[config.mk]
export PLATFORM = sky130hd
export DESIGN_NAME = alu_serial
export DESIGN_NICKNAME = d
export VERILOG_FILES = /design/src/rtl/alu_serial_pkg.sv /design/src/rtl/alu_digit.sv /design/src/rtl/alu_serial.sv
export SDC_FILE = /design/constraint.sdc
export NUM_CORES = 1
export LEC_CHECK = 0
export BUFFER_PORTS_ARGS = -buffer_cell sky130_fd_sc_hd__buf_2
export CORE_UTILIZATION = 24
export CTS_BUF_LIST = sky130_fd_sc_hd__clkbuf_8 sky130_fd_sc_hd__clkbuf_16
export DETAILED_ROUTE_END_ITERATION = 8
export GPL_ROUTABILITY_DRIVEN = 0
export PLACE_DENSITY = 0.47
export SLEW_MARGIN = 40
export SYNTH_ARGS = -nofsm -noshare
export SYNTH_HDL_FRONTEND = slang
export SYNTH_SLANG_ARGS = --single-unit
export TNS_END_PERCENT = 30
[constraint.sdc]
create_clock -name clk -period 2.55 [get_ports clk]
set_input_delay 0.51 -clock clk [delete_from_list [all_inputs] [get_ports clk]]
set_output_delay 0.51 -clock clk [all_outputs]
set_load 0.02 [all_outputs]
[src/rtl/alu_serial_pkg.sv]
// Shared types and sizing helpers for the digit-serial ALU.
// Combinational only, no latency or backpressure.
package alu_serial_pkg;

   typedef enum logic [1:0] {
      OP_NOR = 2'b00,
      OP_XOR = 2'b01,
      OP_ADD = 2'b10,
      OP_SUB = 2'b11
   } alu_op_e;

   typedef enum logic [1:0] {
      ST_IDLE,
      ST_RUN,
      ST_DONE
   } alu_state_e;

   // Width of a counter that has to reach n-1; never narrower than one bit.
   function automatic int cnt_width(input int n);
      return (n > 1) ? $clog2(n) : 1;
   endfunction

endpackage

[src/rtl/alu_digit.sv]
// alu_digit: DIGIT-wide chain of 1-bit NOR/XOR/ADD/SUB cells, carry rippling LSB to MSB.
// Purely combinational (zero latency); no handshake, so no backpressure.
module alu_digit
   import alu_serial_pkg::*;
#(
   parameter int DIGIT = 1
) (
   input  logic [DIGIT-1:0] a_d,
   input  logic [DIGIT-1:0] b_d,
   input  logic             cin,
   input  alu_op_e          op,
   output logic [DIGIT-1:0] s_d,
   output logic             cout,
   output logic             c_msb_in
);

   logic w_c;
   logic w_be;

   always_comb begin
      w_c      = cin;
      w_be     = 1'b0;
      c_msb_in = cin;
      s_d      = '0;
      for (int i = 0; i < DIGIT; i++) begin
         // op[0] is 1 for SUB, turning the add into a + ~b + 1 via the carry-in
         w_be = b_d[i] ^ op[0];
         if (i == DIGIT - 1) begin
            c_msb_in = w_c;
         end
         case (op)
            OP_NOR:  s_d[i] = ~(a_d[i] | b_d[i]);
            OP_XOR:  s_d[i] = a_d[i] ^ b_d[i];
            default: s_d[i] = a_d[i] ^ w_be ^ w_c;
         endcase
         w_c = (a_d[i] & w_be) | (w_c & (a_d[i] ^ w_be));
      end
      cout = w_c;
   end

endmodule

[src/rtl/alu_serial.sv]
// alu_serial: WIDTH-bit NOR/XOR/ADD/SUB, DIGIT bits per clock LSB first; ALU_SERIAL_SAT_EN adds signed saturation.
// out_valid rises WIDTH/DIGIT cycles after accept; result held in DONE until out_ready, in_ready low while busy.
module alu_serial
   import alu_serial_pkg::*;
#(
   parameter int WIDTH = 8,
   parameter int DIGIT = 1
) (
   input  logic             clk,
   input  logic             rst_n,
   input  logic             in_valid,
   output logic             in_ready,
   input  logic [WIDTH-1:0] a,
   input  logic [WIDTH-1:0] b,
   input  logic [1:0]       op,
   output logic             out_valid,
   input  logic             out_ready,
   output logic [WIDTH-1:0] result,
   output logic             cout,
   output logic             ovf,
   output logic             zero
);

   localparam int NDIG = WIDTH / DIGIT;
   localparam int CW   = cnt_width(NDIG);

   if (WIDTH < 2 || (WIDTH % DIGIT) != 0) begin : g_param_check
      $error("alu_serial: WIDTH must be >= 2 and a multiple of DIGIT");
   end

   alu_state_e             r_state;
   alu_state_e             w_state_nxt;
   alu_op_e                r_op;
   logic [WIDTH-1:0]       r_a;
   logic [WIDTH-1:0]       r_b;
   logic [WIDTH-1:0]       r_acc;
   logic [WIDTH-1:0]       r_result;
   logic [CW-1:0]          r_cnt;
   logic                   r_carry;
   logic                   r_cout;
   logic                   r_ovf;
   logic                   r_zero;
   logic                   w_accept;
   logic                   w_last;
   logic                   w_arith;
   logic                   w_cout;
   logic                   w_cmsb;
   logic                   w_ovf_raw;
   logic [DIGIT-1:0]       w_s_d;
   logic [WIDTH+DIGIT-1:0] w_cat;
   logic [WIDTH-1:0]       w_acc_nxt;
   logic [WIDTH-1:0]       w_final;

   assign in_ready  = (r_state == ST_IDLE) || (r_state == ST_DONE && out_ready);
   assign w_accept  = in_valid && in_ready;
   assign w_last    = (r_cnt == CW'(NDIG - 1));
   assign w_arith   = r_op[1];
   assign w_ovf_raw = w_arith & (w_cmsb ^ w_cout);

   assign result = r_result;
   assign cout   = r_cout;
   assign ovf    = r_ovf;
   assign zero   = r_zero;

   alu_digit #(.DIGIT(DIGIT)) u_digit (
      .a_d      (r_a[DIGIT-1:0]),
      .b_d      (r_b[DIGIT-1:0]),
      .cin      (r_carry),
      .op       (r_op),
      .s_d      (w_s_d),
      .cout     (w_cout),
      .c_msb_in (w_cmsb)
   );

   // New digit enters at the MSB; after the last digit the accumulator is LSB-aligned.
   assign w_cat     = {w_s_d, r_acc};
   assign w_acc_nxt = WIDTH'(w_cat >> DIGIT);

   always_comb begin
      w_final = w_acc_nxt;
`ifdef ALU_SERIAL_SAT_EN
      // On the last digit r_a[DIGIT-1] is the captured sign bit of operand A.
      if (w_ovf_raw) begin
         w_final = r_a[DIGIT-1] ? {1'b1, {(WIDTH-1){1'b0}}} : {1'b0, {(WIDTH-1){1'b1}}};
      end
`endif
   end

   always_ff @(posedge clk or negedge rst_n) begin
      if (!rst_n) begin
         r_state <= ST_IDLE;
      end else begin
         r_state <= w_state_nxt;
      end
   end

   always_comb begin
      w_state_nxt = r_state;
      out_valid   = 1'b0;
      case (r_state)
         ST_IDLE: begin
            if (w_accept) w_state_nxt = ST_RUN;
         end
         ST_RUN: begin
            if (w_last) w_state_nxt = ST_DONE;
         end
         ST_DONE: begin
            out_valid = 1'b1;
            if (out_ready) w_state_nxt = w_accept ? ST_RUN : ST_IDLE;
         end
         default: w_state_nxt = ST_IDLE;
      endcase
   end

   always_ff @(posedge clk or negedge rst_n) begin
      if (!rst_n) begin
         r_a      <= '0;
         r_b      <= '0;
         r_acc    <= '0;
         r_op     <= OP_NOR;
         r_carry  <= 1'b0;
         r_cnt    <= '0;
         r_result <= '0;
         r_cout   <= 1'b0;
         r_ovf    <= 1'b0;
         r_zero   <= 1'b0;
      end else if (w_accept) begin
         r_a     <= a;
         r_b     <= b;
         r_op    <= alu_op_e'(op);
         r_carry <= op[0];
         r_cnt   <= '0;
      end else if (r_state == ST_RUN) begin
         r_a     <= r_a >> DIGIT;
         r_b     <= r_b >> DIGIT;
         r_acc   <= w_acc_nxt;
         r_carry <= w_cout;
         r_cnt   <= r_cnt + CW'(1);
         if (w_last) begin
            r_result <= w_final;
            r_cout   <= w_arith & w_cout;
            r_ovf    <= w_ovf_raw;
            r_zero   <= ~|w_final;
         end
      end
   end

endmodule

==> results.sh <==
export IMPL_cts_sinks=42
export IMPL_hold_path_class="in -> async"
export IMPL_wl_met2_um=1670
export IMPL_power_leakage_uw=0.00116
export IMPL_endpoint_kind="flop"
export IMPL_dr_pass1_iters=4
export IMPL_ff_latch_area_um2=1050
export IMPL_ys_ff_latch=42
export IMPL_tightest_slew_ns=0.741
export IMPL_dp_slack_ns=0.613
export IMPL_p_sw_frac=0.359
export IMPL_cp_max_fo=15
export IMPL_power_density_nw_per_um2=1210
export IMPL_nets=221
export IMPL_finalHoldViolCount=0
export IMPL_cts_setup_buffers=0
export IMPL_period_share=0.706
export IMPL_synth_compound_area_frac=0.0514
export IMPL_dpl_hpwl_um=2630
export IMPL_syn_nets=184
export IMPL_rsz0062_at_grt="false"
export IMPL_grt_pass1_wl_um=6090
export IMPL_slowest_delay_ns=0.54
export IMPL_slowest_stage="nand2b_1"
export IMPL_setup_viol=0
export IMPL_pwr_share_seq=0.414
export IMPL_die_area_um2=8580
export IMPL_timing_fmax_mhz=556
export IMPL_finalWirelength_um=3730
export IMPL_cts_tree="yes"
export IMPL_crit_arrival_ns=1.99
export IMPL_synthAdderAreaFrac=0.0292
export IMPL_syn_avg_cell_area_um2=12.5
export IMPL_worst_path_buf_inv=0
export IMPL_core_area_um2=7850
export IMPL_postCtsHoldBufs=0
export IMPL_drc=0
export IMPL_grt_pass1_vias=1175
export IMPL_drv_cap=0
export IMPL_antenna_found_initial=0
export IMPL_drt_initial_drc_count=57
export IMPL_top_layer_used="met4"
export IMPL_htreeDepth=2
export IMPL_outcome="completed"
export IMPL_muxShareOfSynthArea=0.211
export IMPL_nFillCells=859
export IMPL_die_width_um=92.6
export IMPL_cts_buffer_depth=2
export IMPL_seq_area_frac_synth=0.533
export IMPL_irDropWorstVdd_mv=0.265
export IMPL_cp_start_kind="flop"
export IMPL_met3_length_um=124
export IMPL_detail_route_antenna_nets=0
export IMPL_dr_total_vias=1232
export IMPL_pin_count=35
export IMPL_wire_per_inst_um=12.5
export IMPL_layout_min_cycle_time_ns=1.80
export IMPL_switchingPower_uw=1010
export IMPL_synthDistinctLibCells=31
export IMPL_cp_top_family="multiplexers"
export IMPL_synth_top_family_by_area="multiplexers"
export IMPL_grt_max_degree=43
export IMPL_slew_violations=0
export IMPL_clkLatencyLatePin_ns=0.29
export IMPL_clock_skew_ns=0.00505
export IMPL_critical_path_class="reg -> reg"
export IMPL_grt_usage=0.0938
export IMPL_rows=32
export IMPL_n_antenna_cell=0
export IMPL_yosys_warnings=0
export IMPL_start_util=0.251
export IMPL_multi_input_area_um2=818
export IMPL_syn_area_um2=1970
export IMPL_synthSimpleGateAreaFrac=0.110
export IMPL_cp_cell_sequence="nand2b_1 -> mux2_2 -> mux2_4"
export IMPL_vias_per_cell=4.13
export IMPL_setup_ws_ns=0.750
export IMPL_area_growth_pct=17.5
export IMPL_drive_above_1_share=0.403
export IMPL_wl_met1_um=1860
export IMPL_grt_ovfl_total=0
export IMPL_crit_required_ns=2.74
export IMPL_port_buffer_count=34
export IMPL_p_int_uw=1800
export IMPL_fp_dieH_um=92.6
export IMPL_synthCells=158
export IMPL_root_buffer="clkbuf_8"
export IMPL_clk_pin_slew_worst_paths_ns=0.08
export IMPL_clkPwrFrac=0.160
export IMPL_setup_tns_ns=0
export IMPL_numCtsBuffers=5
export IMPL_combPwrFrac=0.426
export IMPL_relSlewSlack=0.506
export IMPL_post_cts_resized=0
export IMPL_synthXorXnorAreaFrac=0.0133
==> layout make-up <==
cell class,instances,area share
flip-flops and latches,42,0.454
multi-input cells,102,0.354
repair buffers,38,0.0865
well taps,102,0.0551
clock buffers,6,0.0357
inverters,6,0.00973
clock inverters,2,0.00541
==> flip-flops by register name (all words and copies together), names as in the netlist, 2 cells and up <==
name,count
result,8
r_acc,7
r_a,8
r_cnt,3
r_op,2
r_state,2
r_b,8
==> power by group through the flow <==
stage / logic (uW) / clock network [uW] / registers (uW)
after floorplan: 926 / 0 / 1210
after global placement: 1200 / 0 / 1170
after detailed placement: 1220 / 0 / 1180
after CTS: 1220 / 470 / 1170
after global routing: 1340 / 502 / 1200
final: 1200 / 449 / 1160
==> layer usage <==
metal,vias to the layer above,GRT usage
met5,-,0
met4,0,0.0423
met3,6,0.0271
met2,22,0.136
met1,596,0.128
li1,608,-
==> cell usage in the layout, fill, tap and decap left out <==
cell type	instances
o31a_1	1
nand2b_1	1
and2_1	4
clkinvlp_4	1
mux2_4	7
clkbuf_8	6
nor3_1	1
nand2_1	30
a221o_1	4
o21ai_0	5
nor2b_4	1
xnor2_1	1
nand3b_1	1
o31ai_1	1
fa_1	1
a32o_1	1
nor3_2	1
and2b_1	1
inv_1	6
clkinv_2	1
or3_1	1
mux2_2	24
mux2_1	1
xor2_1	2
a21oi_1	2
dfrtp_1	42
ha_1	3
mux2i_1	3
buf_4	4
nor2_1	4
or4_1	1
buf_2	34
==> synth_stat cells <==
master / instances / area [um2]
or3_1: 1 / 6.26
xnor2_1: 1 / 8.76
mux2_4: 7 / 105
a21oi_1: 2 / 10.0
buf_2: 2 / 10.0
a32o_1: 1 / 10.0
ha_1: 3 / 37.5
and2b_1: 1 / 7.51
o31ai_1: 1 / 7.51
nor2_1: 4 / 15.0
mux2i_1: 3 / 30.0
and2_1: 4 / 25.0
a221o_1: 4 / 40.0
o21ai_0: 5 / 25.0
buf_12: 1 / 20.0
nand2_1: 30 / 113
o31a_1: 1 / 8.76
mux2_1: 1 / 11.3
clkbuf_1: 1 / 3.75
inv_1: 6 / 22.5
mux2_2: 24 / 270
nand2b_1: 1 / 6.26
nor2b_4: 1 / 13.8
nor3_2: 1 / 10.0
nor3_1: 1 / 5.00
fa_1: 1 / 20.0
dfrtp_1: 42 / 1050
xor2_1: 2 / 17.5
nand3b_1: 1 / 7.51
or4_1: 1 / 7.51
buf_6: 4 / 45.0
==> stage by stage <==
step | total power, uW | cell area (um2) | hold WS [ns] | utilization | std cells
6_report | 2810 | 2310 | 0.280 | 0.295 | 298
5_1_grt | 3040 | 2310 | 0.317 | 0.295 | 298
4_1_cts | 2860 | 2310 | 0.299 | 0.295 | 298
3_5_place_dp | 2400 | 2220 | 0.465 | 0.283 | 290
3_3_place_gp | 2380 | 2220 | 0.458 | 0.283 | 290
2_1_floorplan | 2130 | 1970 | 0.214 | - | 158
==> cells by family after synthesis <==
logic type	after synthesis
buf+inv	14
xor+xnor	3
fa+ha+maj	4
flops	42
simple gates	46
compound gates	14
mux	35
==> worst reg2reg max path, stage by stage (launching register included) <==
cell      delay, ns
dfrtp_1        0.48
nand2b_1       0.54
mux2_2         0.42
mux2_4         0.25
==> path summary, 6_finish.rpt <==
check,startpoint,cells past startpoint,slack [ns],end
max,r_state[0],3,0.75,r_a[6]
min,rst_n,2,0.28,r_state[1]
max reg2reg,r_state[0],3,0.75,r_a[6]
min reg2reg,ovf,2,0.48,ovf
max in group asynchronous,rst_n,2,1.90,r_acc[7]
min in group clk,b[5],2,0.44,r_b[5]
Note: power is estimated with default switching activity, not from simulation.
